$ cat src/rtl/multdiv_pkg.sv
// Shared types and constants for the sequential multiply/divide unit.
package multdiv_pkg;

  localparam int WIDTH = 32;
  localparam int CNT_W = $clog2(WIDTH) + 1;

  localparam logic OP_MUL = 1'b0;
  localparam logic OP_DIV = 1'b1;

  localparam logic [WIDTH-1:0] INT_MIN = {1'b1, {(WIDTH-1){1'b0}}};

  typedef enum logic [1:0] {
    IDLE = 2'd0,
    MUL  = 2'd1,
    DIV  = 2'd2,
    DONE = 2'd3
  } state_e;

  // Unsigned magnitude of a two's complement value; INT_MIN maps to 2^(WIDTH-1)
  function automatic logic [WIDTH-1:0] magnitude(input logic [WIDTH-1:0] v);
    return v[WIDTH-1] ? ((~v) + WIDTH'(1)) : v;
  endfunction

endpackage

$ cat src/rtl/multdiv_addsub.sv
// (WIDTH+1)-bit adder/subtractor shared by the accumulate, trial-subtract and negate steps.
module multdiv_addsub
  import multdiv_pkg::*;
(
  input  logic [WIDTH:0] a_i,
  input  logic [WIDTH:0] b_i,
  input  logic           sub_i,
  output logic [WIDTH:0] sum_o,
  output logic           carry_o
);

  logic [WIDTH:0]   bEff;
  logic [WIDTH+1:0] full;

  // Subtraction is a + ~b + 1, so carry-out high means a >= b
  assign bEff = sub_i ? ~b_i : b_i;
  assign full = {1'b0, a_i} + {1'b0, bEff} + {{(WIDTH+1){1'b0}}, sub_i};
  assign {carry_o, sum_o} = full;

endmodule

$ cat src/rtl/multdiv_sequencer.sv
// Iterative signed multiply (shift-add) and divide (restoring) on one shared adder.
module multdiv_sequencer
  import multdiv_pkg::*;
(
  input  logic             clock,
  input  logic             reset,
  input  logic             ctrl_MULT,
  input  logic             ctrl_DIV,
  input  logic [WIDTH-1:0] data_operandA,
  input  logic [WIDTH-1:0] data_operandB,
  output logic [WIDTH-1:0] data_result,
  output logic             data_exception,
  output logic             data_resultRDY,
  output logic             busy
);

  localparam logic [CNT_W-1:0] ITER_DONE = CNT_W'(WIDTH);

  state_e           state_q, state_d;
  logic [CNT_W-1:0] cnt_q, cnt_d;
  logic [WIDTH:0]   accHi_q, accHi_d;
  logic [WIDTH-1:0] accLo_q, accLo_d;
  logic [WIDTH-1:0] opB_q, opB_d;
  logic             neg_q, neg_d;
  logic             divZero_q, divZero_d;
  logic [WIDTH-1:0] result_q, result_d;
  logic             exc_q, exc_d;

  logic [WIDTH:0]   addA, addB, addSum;
  logic             addSub, addCarry;
  logic             start, startOp, finalize;
  logic [WIDTH:0]   remShift, mulSel;
  logic [WIDTH-1:0] negLo;

  assign start    = ctrl_MULT | ctrl_DIV;
  assign startOp  = ctrl_MULT ? OP_MUL : OP_DIV;
  assign finalize = (cnt_q == ITER_DONE);
  assign remShift = {accHi_q[WIDTH-1:0], accLo_q[WIDTH-1]};
  assign negLo    = addSum[WIDTH-1:0];

  multdiv_addsub u_addsub (
    .a_i    (addA),
    .b_i    (addB),
    .sub_i  (addSub),
    .sum_o  (addSum),
    .carry_o(addCarry)
  );

  // Steer the shared adder: accumulate, trial subtract, or 0 - magnitude on the last edge
  always_comb begin
    addA   = '0;
    addB   = {1'b0, opB_q};
    addSub = 1'b0;
    if ((state_q == MUL) || (state_q == DIV)) begin
      if (finalize) begin
        addA   = '0;
        addB   = {1'b0, accLo_q};
        addSub = 1'b1;
      end else if (state_q == MUL) begin
        addA = accHi_q;
      end else begin
        addA   = remShift;
        addSub = 1'b1;
      end
    end
  end

  // Next-state, iteration and result logic; a start pulse always restarts from scratch
  always_comb begin
    state_d   = state_q;
    cnt_d     = cnt_q;
    accHi_d   = accHi_q;
    accLo_d   = accLo_q;
    opB_d     = opB_q;
    neg_d     = neg_q;
    divZero_d = divZero_q;
    result_d  = result_q;
    exc_d     = exc_q;
    mulSel    = accLo_q[0] ? addSum : accHi_q;

    if (start) begin
      state_d   = (startOp == OP_MUL) ? MUL : DIV;
      cnt_d     = '0;
      accHi_d   = '0;
      accLo_d   = magnitude(data_operandA);
      opB_d     = magnitude(data_operandB);
      neg_d     = data_operandA[WIDTH-1] ^ data_operandB[WIDTH-1];
      divZero_d = (startOp == OP_DIV) && (data_operandB == '0);
      result_d  = '0;
      exc_d     = 1'b0;
    end else begin
      case (state_q)
        MUL: begin
          if (finalize) begin
            state_d  = DONE;
            result_d = neg_q ? negLo : accLo_q;
            exc_d    = (|accHi_q[WIDTH-1:0]) |
                       (neg_q ? (accLo_q > INT_MIN) : accLo_q[WIDTH-1]);
          end else begin
            cnt_d   = cnt_q + CNT_W'(1);
            accHi_d = {1'b0, mulSel[WIDTH:1]};
            accLo_d = {mulSel[0], accLo_q[WIDTH-1:1]};
          end
        end
        DIV: begin
          if (divZero_q) begin
            state_d  = DONE;
            result_d = '0;
            exc_d    = 1'b1;
          end else if (finalize) begin
            state_d  = DONE;
            result_d = neg_q ? negLo : accLo_q;
            exc_d    = !neg_q && (accLo_q == INT_MIN);
          end else begin
            cnt_d = cnt_q + CNT_W'(1);
            if (addCarry) begin
              accHi_d = addSum;
              accLo_d = {accLo_q[WIDTH-2:0], 1'b1};
            end else begin
              accHi_d = remShift;
              accLo_d = {accLo_q[WIDTH-2:0], 1'b0};
            end
          end
        end
        DONE:    state_d = IDLE;
        default: state_d = IDLE;
      endcase
    end
  end

  // State and datapath registers, all cleared by the asynchronous reset
  always_ff @(posedge clock or posedge reset) begin
    if (reset) begin
      state_q   <= IDLE;
      cnt_q     <= '0;
      accHi_q   <= '0;
      accLo_q   <= '0;
      opB_q     <= '0;
      neg_q     <= 1'b0;
      divZero_q <= 1'b0;
      result_q  <= '0;
      exc_q     <= 1'b0;
    end else begin
      state_q   <= state_d;
      cnt_q     <= cnt_d;
      accHi_q   <= accHi_d;
      accLo_q   <= accLo_d;
      opB_q     <= opB_d;
      neg_q     <= neg_d;
      divZero_q <= divZero_d;
      result_q  <= result_d;
      exc_q     <= exc_d;
    end
  end

  assign data_result    = result_q;
  assign data_exception = exc_q;
  assign data_resultRDY = (state_q == DONE);
  assign busy           = (state_q == MUL) || (state_q == DIV);

endmodule

$ cat config.mk
export PLATFORM = sky130hd
export DESIGN_NAME = multdiv_sequencer
export DESIGN_NICKNAME = d
export VERILOG_FILES = /design/src/rtl/multdiv_pkg.sv /design/src/rtl/multdiv_addsub.sv /design/src/rtl/multdiv_sequencer.sv
export SDC_FILE = /design/constraint.sdc
export NUM_CORES = 1
export LEC_CHECK = 0
export CAP_MARGIN = 0
export CORE_MARGIN = 2
export CORE_UTILIZATION = 46
export DETAILED_ROUTE_END_ITERATION = 12
export HOLD_SLACK_MARGIN = 0.06
export PLACE_DENSITY = 0.68
export SYNTH_ARGS = -nofsm -noshare
export SYNTH_HDL_FRONTEND = slang
export SYNTH_HIERARCHICAL = 1
export SYNTH_SLANG_ARGS = --single-unit
$ cat constraint.sdc
create_clock -name clock -period 5.8 [get_ports clock]
set_clock_uncertainty 0.1 [all_clocks]
set_input_delay 0.87 -clock clock [delete_from_list [all_inputs] [get_ports clock]]
set_output_delay 0.87 -clock clock [all_outputs]
set_load 0.02 [all_outputs]
==> reports/results.env <==
RUN_STATUS='finished clean'
COUNT_OF_YOSYS_WARNINGS_DURING_SYNTHESIS=6
WORSTSKEWPAIRLATENCY_NS=0.44
DIEHEIGHT_MICRONS=164
POST_SYNTH_INSTANCE_AREA_SQ_UM=11700
COUNT_OF_BUFFERS_INSERTED_AT_THE_TOP_LEVEL_PORTS=102
DRT_ITER0_DRC=999
POWER.DENSITY_nW_PER_UM2=239
GRT_PASS1_VIAS=9930
HOLD-WORST-SLACK_NS=0.380
GR-TOTAL-OVERFLOW=0
SYNTH-SEQ-CELLS=140
WORSTREG2REGSTART='cnt_q[2]'
TRITONCTS_NUM_SINKS=140
SETUP.REG_TO_REG.WORST_SLACK_NS=0.51
CTS-HTREE-LEVELS=4
FP.DIEW_MICRONS=164
TRITONCTS.NUM_BUFFERS=17
GRT_START_MAX_NET_PINS=95
TIMING.HOLD.WORST_PATH_DEPTH=2
DP.CELLS=1661
CTS_HOLD_BUF=0
POST_DP_CELL_AREA_SQ_UM=13000
FINISH.NET_COUNT=1459
CRIT_FANOUT=32
POST-CTS-SETUP-BUFFERS=0
ROUTEDLENGTHMET1_MICRONS=16800
CRITICAL_PATH_ARRIVAL_NS=5.51
FINALHOLDVIOLATIONS=0
NUMBER_OF_OPTIMIZATION_ITERATIONS_IN_THE_FIRST_DETAILED_ROUTE_PASS=5
CTS_TREE='yes'
DETAILED_PLACE_HPWL_MICRONS=26000
WL_MET2_MICRONS=16300
FINAL_CELL_MIX='sky130_fd_sc_hd__dfrtp_1 (138), sky130_fd_sc_hd__mux2i_1 (136), sky130_fd_sc_hd__clkdlybuf4s50_1 (102), sky130_fd_sc_hd__xor2_1 (101), sky130_fd_sc_hd__nand2_1 (88)'
MULTIINPUTGATEAREA_SQ_UM=7820
DR_WL_MET3_MICRONS=2360
WORST_REG_TO_REG_PATH_CELL_COUNT=17
HP-CLASS='reg2reg'
AVGROUTEDWIREPERCELL_MICRONS=21.4
PEAK_CLOCK_FREQUENCY_SUPPORTED_BY_TIMING_MHz=189
CTS-ROOT-TO-SINK-BUFFERS=2
CRIT_PATH_END_KIND='flip-flop'
LEAKAGE_DISSIPATION_nW=5.56
ROUTED-VIA-COUNT=10300
GRT_SETUP_UNREPAIRED='no'
CLOCK_ROOT_BUFFER='sky130_fd_sc_hd__clkbuf_16'
IO_PINS=103
IRDROPWORSTVDD_uV=152
DRIVE_GT1_FRAC=0.0910
FF_LATCH_AREA_SQ_UM=3510
SYNTHFLOPTYPE='sky130_fd_sc_hd__dfrtp_1'
NUM_ROWS=58
SETUP-TNS-FINAL_NS=0
FINALWEIGHTEDCONGESTION=0.957
INITIAL_CORE_UTIL=0.467
PERIOD_NEEDED_NS=5.29
DRV.MAX_CAP_VIOLATION_COUNT=0
CORE_SQ_UM=25100
TOTALWIRELENGTH_MICRONS=36200
GR-USAGE-ALL-LAYERS=0.275
FINAL_COMMON_CELL='sky130_fd_sc_hd__dfrtp_1'
ANTENNA_FOUND_INITIAL=0
NUM_ANTENNA_CELLS=0
AREAGROWTHSYNTHTOFINISH_PCT=16.3
SYN_INST=1302
POST_SYNTH.CELL_AREA_AVG_SQ_UM=9.01
CRIT_TYPE='reg2reg'
POST_LAYOUT_NONFILLER_INSTANCES=1693
CRIT_PATH_START_KIND='flip-flop'
FINALMAXSLEWVIOLATIONS=0
LAYOUT_WORST_PATH_CYCLE_SHARE=0.912
HIGHEST_LAYER='met4'
POST_SYNTH_NUM_CELL_TYPES=65
N_FILL_CELL=2314
POST-ROUTE-CELL-AREA_SQ_UM=13600
CTS_REPAIR_RESIZE_COUNT=0
RESIDUAL_ANTENNA_VIOLATING_NET_COUNT_AFTER_DETAILED_ROUTING=0
CRITICAL_PATH.REG2REG.ENDPOINT='accHi_q[15]'
HOLD-PATH-ENDPOINT='opB_q[23]'
ASYNC_RESET_FF_FRAC=1.00
FIRST_PASS_GRT_WIRE_LENGTH_MICRONS=56900
POWER.TOTAL_mW=3.26
DETAIL_ROUTE.DRC_VIOLATIONS=0
SYNTH_ENABLE_FLOP_CELLS=0
TIMING.CRITICAL_PATH.REQUIRED_NS=6.02
WORST-SLEW-PIN-TRANSITION_NS=1.14
MIN-DELAY-START='opB_q[23]'
TIMING.MAX_SLEW.REL_SLACK=0.239
DIE_AREA_SQ_UM=26800
SYNTH_SEQUENTIAL_AREA_RATIO=0.299
SETUP-VIOLATIONS-FINAL=0
CTS.REPORTEDPATHS.CLKPINSLEW_NS=0.08
SYNTH_NETS=1411
VIAS_PER_CELL=6.11
[critical path, stage by stage (launching register included)]
cell and delay (ns):
sky130_fd_sc_hd__dfrtp_1 0.41, sky130_fd_sc_hd__or3_1 0.46, sky130_fd_sc_hd__or2_1 0.31, sky130_fd_sc_hd__nor2_2 0.15, sky130_fd_sc_hd__buf_12 0.23, sky130_fd_sc_hd__mux2_2 0.37, sky130_fd_sc_hd__xor2_1 0.16, sky130_fd_sc_hd__ha_1 0.39
sky130_fd_sc_hd__o21ai_1 0.14, sky130_fd_sc_hd__a2111oi_2 0.50, sky130_fd_sc_hd__a32oi_4 0.13, sky130_fd_sc_hd__a211oi_1 0.43, sky130_fd_sc_hd__o31ai_2 0.17, sky130_fd_sc_hd__o21ai_4 0.40, sky130_fd_sc_hd__buf_12 0.26, sky130_fd_sc_hd__mux2i_1 0.20
sky130_fd_sc_hd__a21oi_1 0.08, sky130_fd_sc_hd__a22o_1 0.23
[registers in the layout, summed over array words and instances, names as in the netlist]
register and count:
state_q 2, opB_q 32, divZero_q 1, accHi_q 33, neg_q 1, data_result 32, cnt_q 6, data_exception 1
accLo_q 32
[worst max path at each step]
stage / start / endpoint / slack (ns) / depth (start not counted)
6_report: cnt_q[2] / accHi_q[15] / 0.51 / 17
5_1_grt: cnt_q[2] / accHi_q[31] / 0.19 / 17
4_1_cts: cnt_q[2] / accHi_q[1] / 0.48 / 17
3_5_place_dp: cnt_q[2] / accHi_q[15] / 0.51 / 17
3_3_place_gp: cnt_q[2] / accHi_q[13] / 0.61 / 17
2_1_floorplan: state_q[0] / accHi_q[13] / 0.44 / 21
[power by group]
part / switching [mW] / internal, mW
logic: 0.568 / 0.369
registers: 0.131 / 1.05
clock network: 0.516 / 0.629
[metal layers]
metal  up-vias  GRT usage
li1       4934          -
met1      5005      0.396
met2       360      0.420
met3        43     0.0439
met4         0     0.0865
met5         -          0
[kinds of logic (layout without fill, tap and decap cells)]
group           after synthesis  count (layout)  synth area share
buf+inv                     114             175            0.0393
fa+ha+maj                    41              41            0.0444
xor+xnor                    124             124            0.0926
flops                       140             140             0.299
mux                         174             174             0.153
compound gates              401             401             0.241
simple gates                307             307             0.131
other cells                   1               1          0.000320
[cell type report]
type | instances | share of cell area
clock buffers | 18 | 0.0322
clock inverters | 14 | 0.0124
multi-input cells | 1048 | 0.573
flip-flops and latches | 140 | 0.257
repair buffers | 123 | 0.0891
well taps | 330 | 0.0303
inverters | 20 | 0.00587
[stage by stage]
step,worst slack (ns),utilization
global route,0.185,0.543
CTS,0.478,0.543
finish,0.509,0.543
global placement,0.610,0.519
detailed placement,0.514,0.519
floorplan,0.437,-
[synth_stat cells, types with 4 or more instances]
cell / count / area, sq um
sky130_fd_sc_hd__a211oi_1: 40 / 300
sky130_fd_sc_hd__a21o_1: 12 / 90.1
sky130_fd_sc_hd__a21oi_1: 87 / 435
sky130_fd_sc_hd__a221oi_1: 5 / 43.8
sky130_fd_sc_hd__a22o_1: 33 / 289
sky130_fd_sc_hd__a31oi_1: 6 / 37.5
sky130_fd_sc_hd__and2_1: 6 / 37.5
sky130_fd_sc_hd__and3_1: 4 / 25.0
sky130_fd_sc_hd__buf_1: 16 / 60.1
sky130_fd_sc_hd__buf_2: 5 / 25.0
sky130_fd_sc_hd__clkbuf_1: 69 / 259
sky130_fd_sc_hd__dfrtp_1: 140 / 3500
sky130_fd_sc_hd__ha_1: 40 / 500
sky130_fd_sc_hd__inv_1: 20 / 75.1
sky130_fd_sc_hd__mux2_1: 8 / 90.1
sky130_fd_sc_hd__mux2_2: 30 / 338
sky130_fd_sc_hd__mux2i_1: 136 / 1360
sky130_fd_sc_hd__nand2_1: 88 / 330
sky130_fd_sc_hd__nand2b_1: 6 / 37.5
sky130_fd_sc_hd__nand3_1: 14 / 70.1
sky130_fd_sc_hd__nand4_1: 11 / 68.8
sky130_fd_sc_hd__nor2_1: 76 / 285
sky130_fd_sc_hd__nor2b_1: 37 / 231
sky130_fd_sc_hd__nor3_1: 10 / 50.1
sky130_fd_sc_hd__nor4_1: 20 / 125
sky130_fd_sc_hd__o211ai_1: 17 / 128
sky130_fd_sc_hd__o21ai_0: 78 / 390
sky130_fd_sc_hd__o21ai_1: 16 / 80.1
sky130_fd_sc_hd__o21bai_1: 6 / 45.0
sky130_fd_sc_hd__o2bb2ai_1: 33 / 289
sky130_fd_sc_hd__o31ai_1: 19 / 143
sky130_fd_sc_hd__o41ai_1: 10 / 87.6
sky130_fd_sc_hd__o41ai_2: 13 / 211
sky130_fd_sc_hd__or2_2: 4 / 25.0
sky130_fd_sc_hd__or3_1: 10 / 62.6
sky130_fd_sc_hd__or4_1: 6 / 45.0
sky130_fd_sc_hd__or4_4: 4 / 45.0
sky130_fd_sc_hd__xnor2_1: 23 / 201
sky130_fd_sc_hd__xor2_1: 101 / 885
Power figures use the tool's default switching activity.
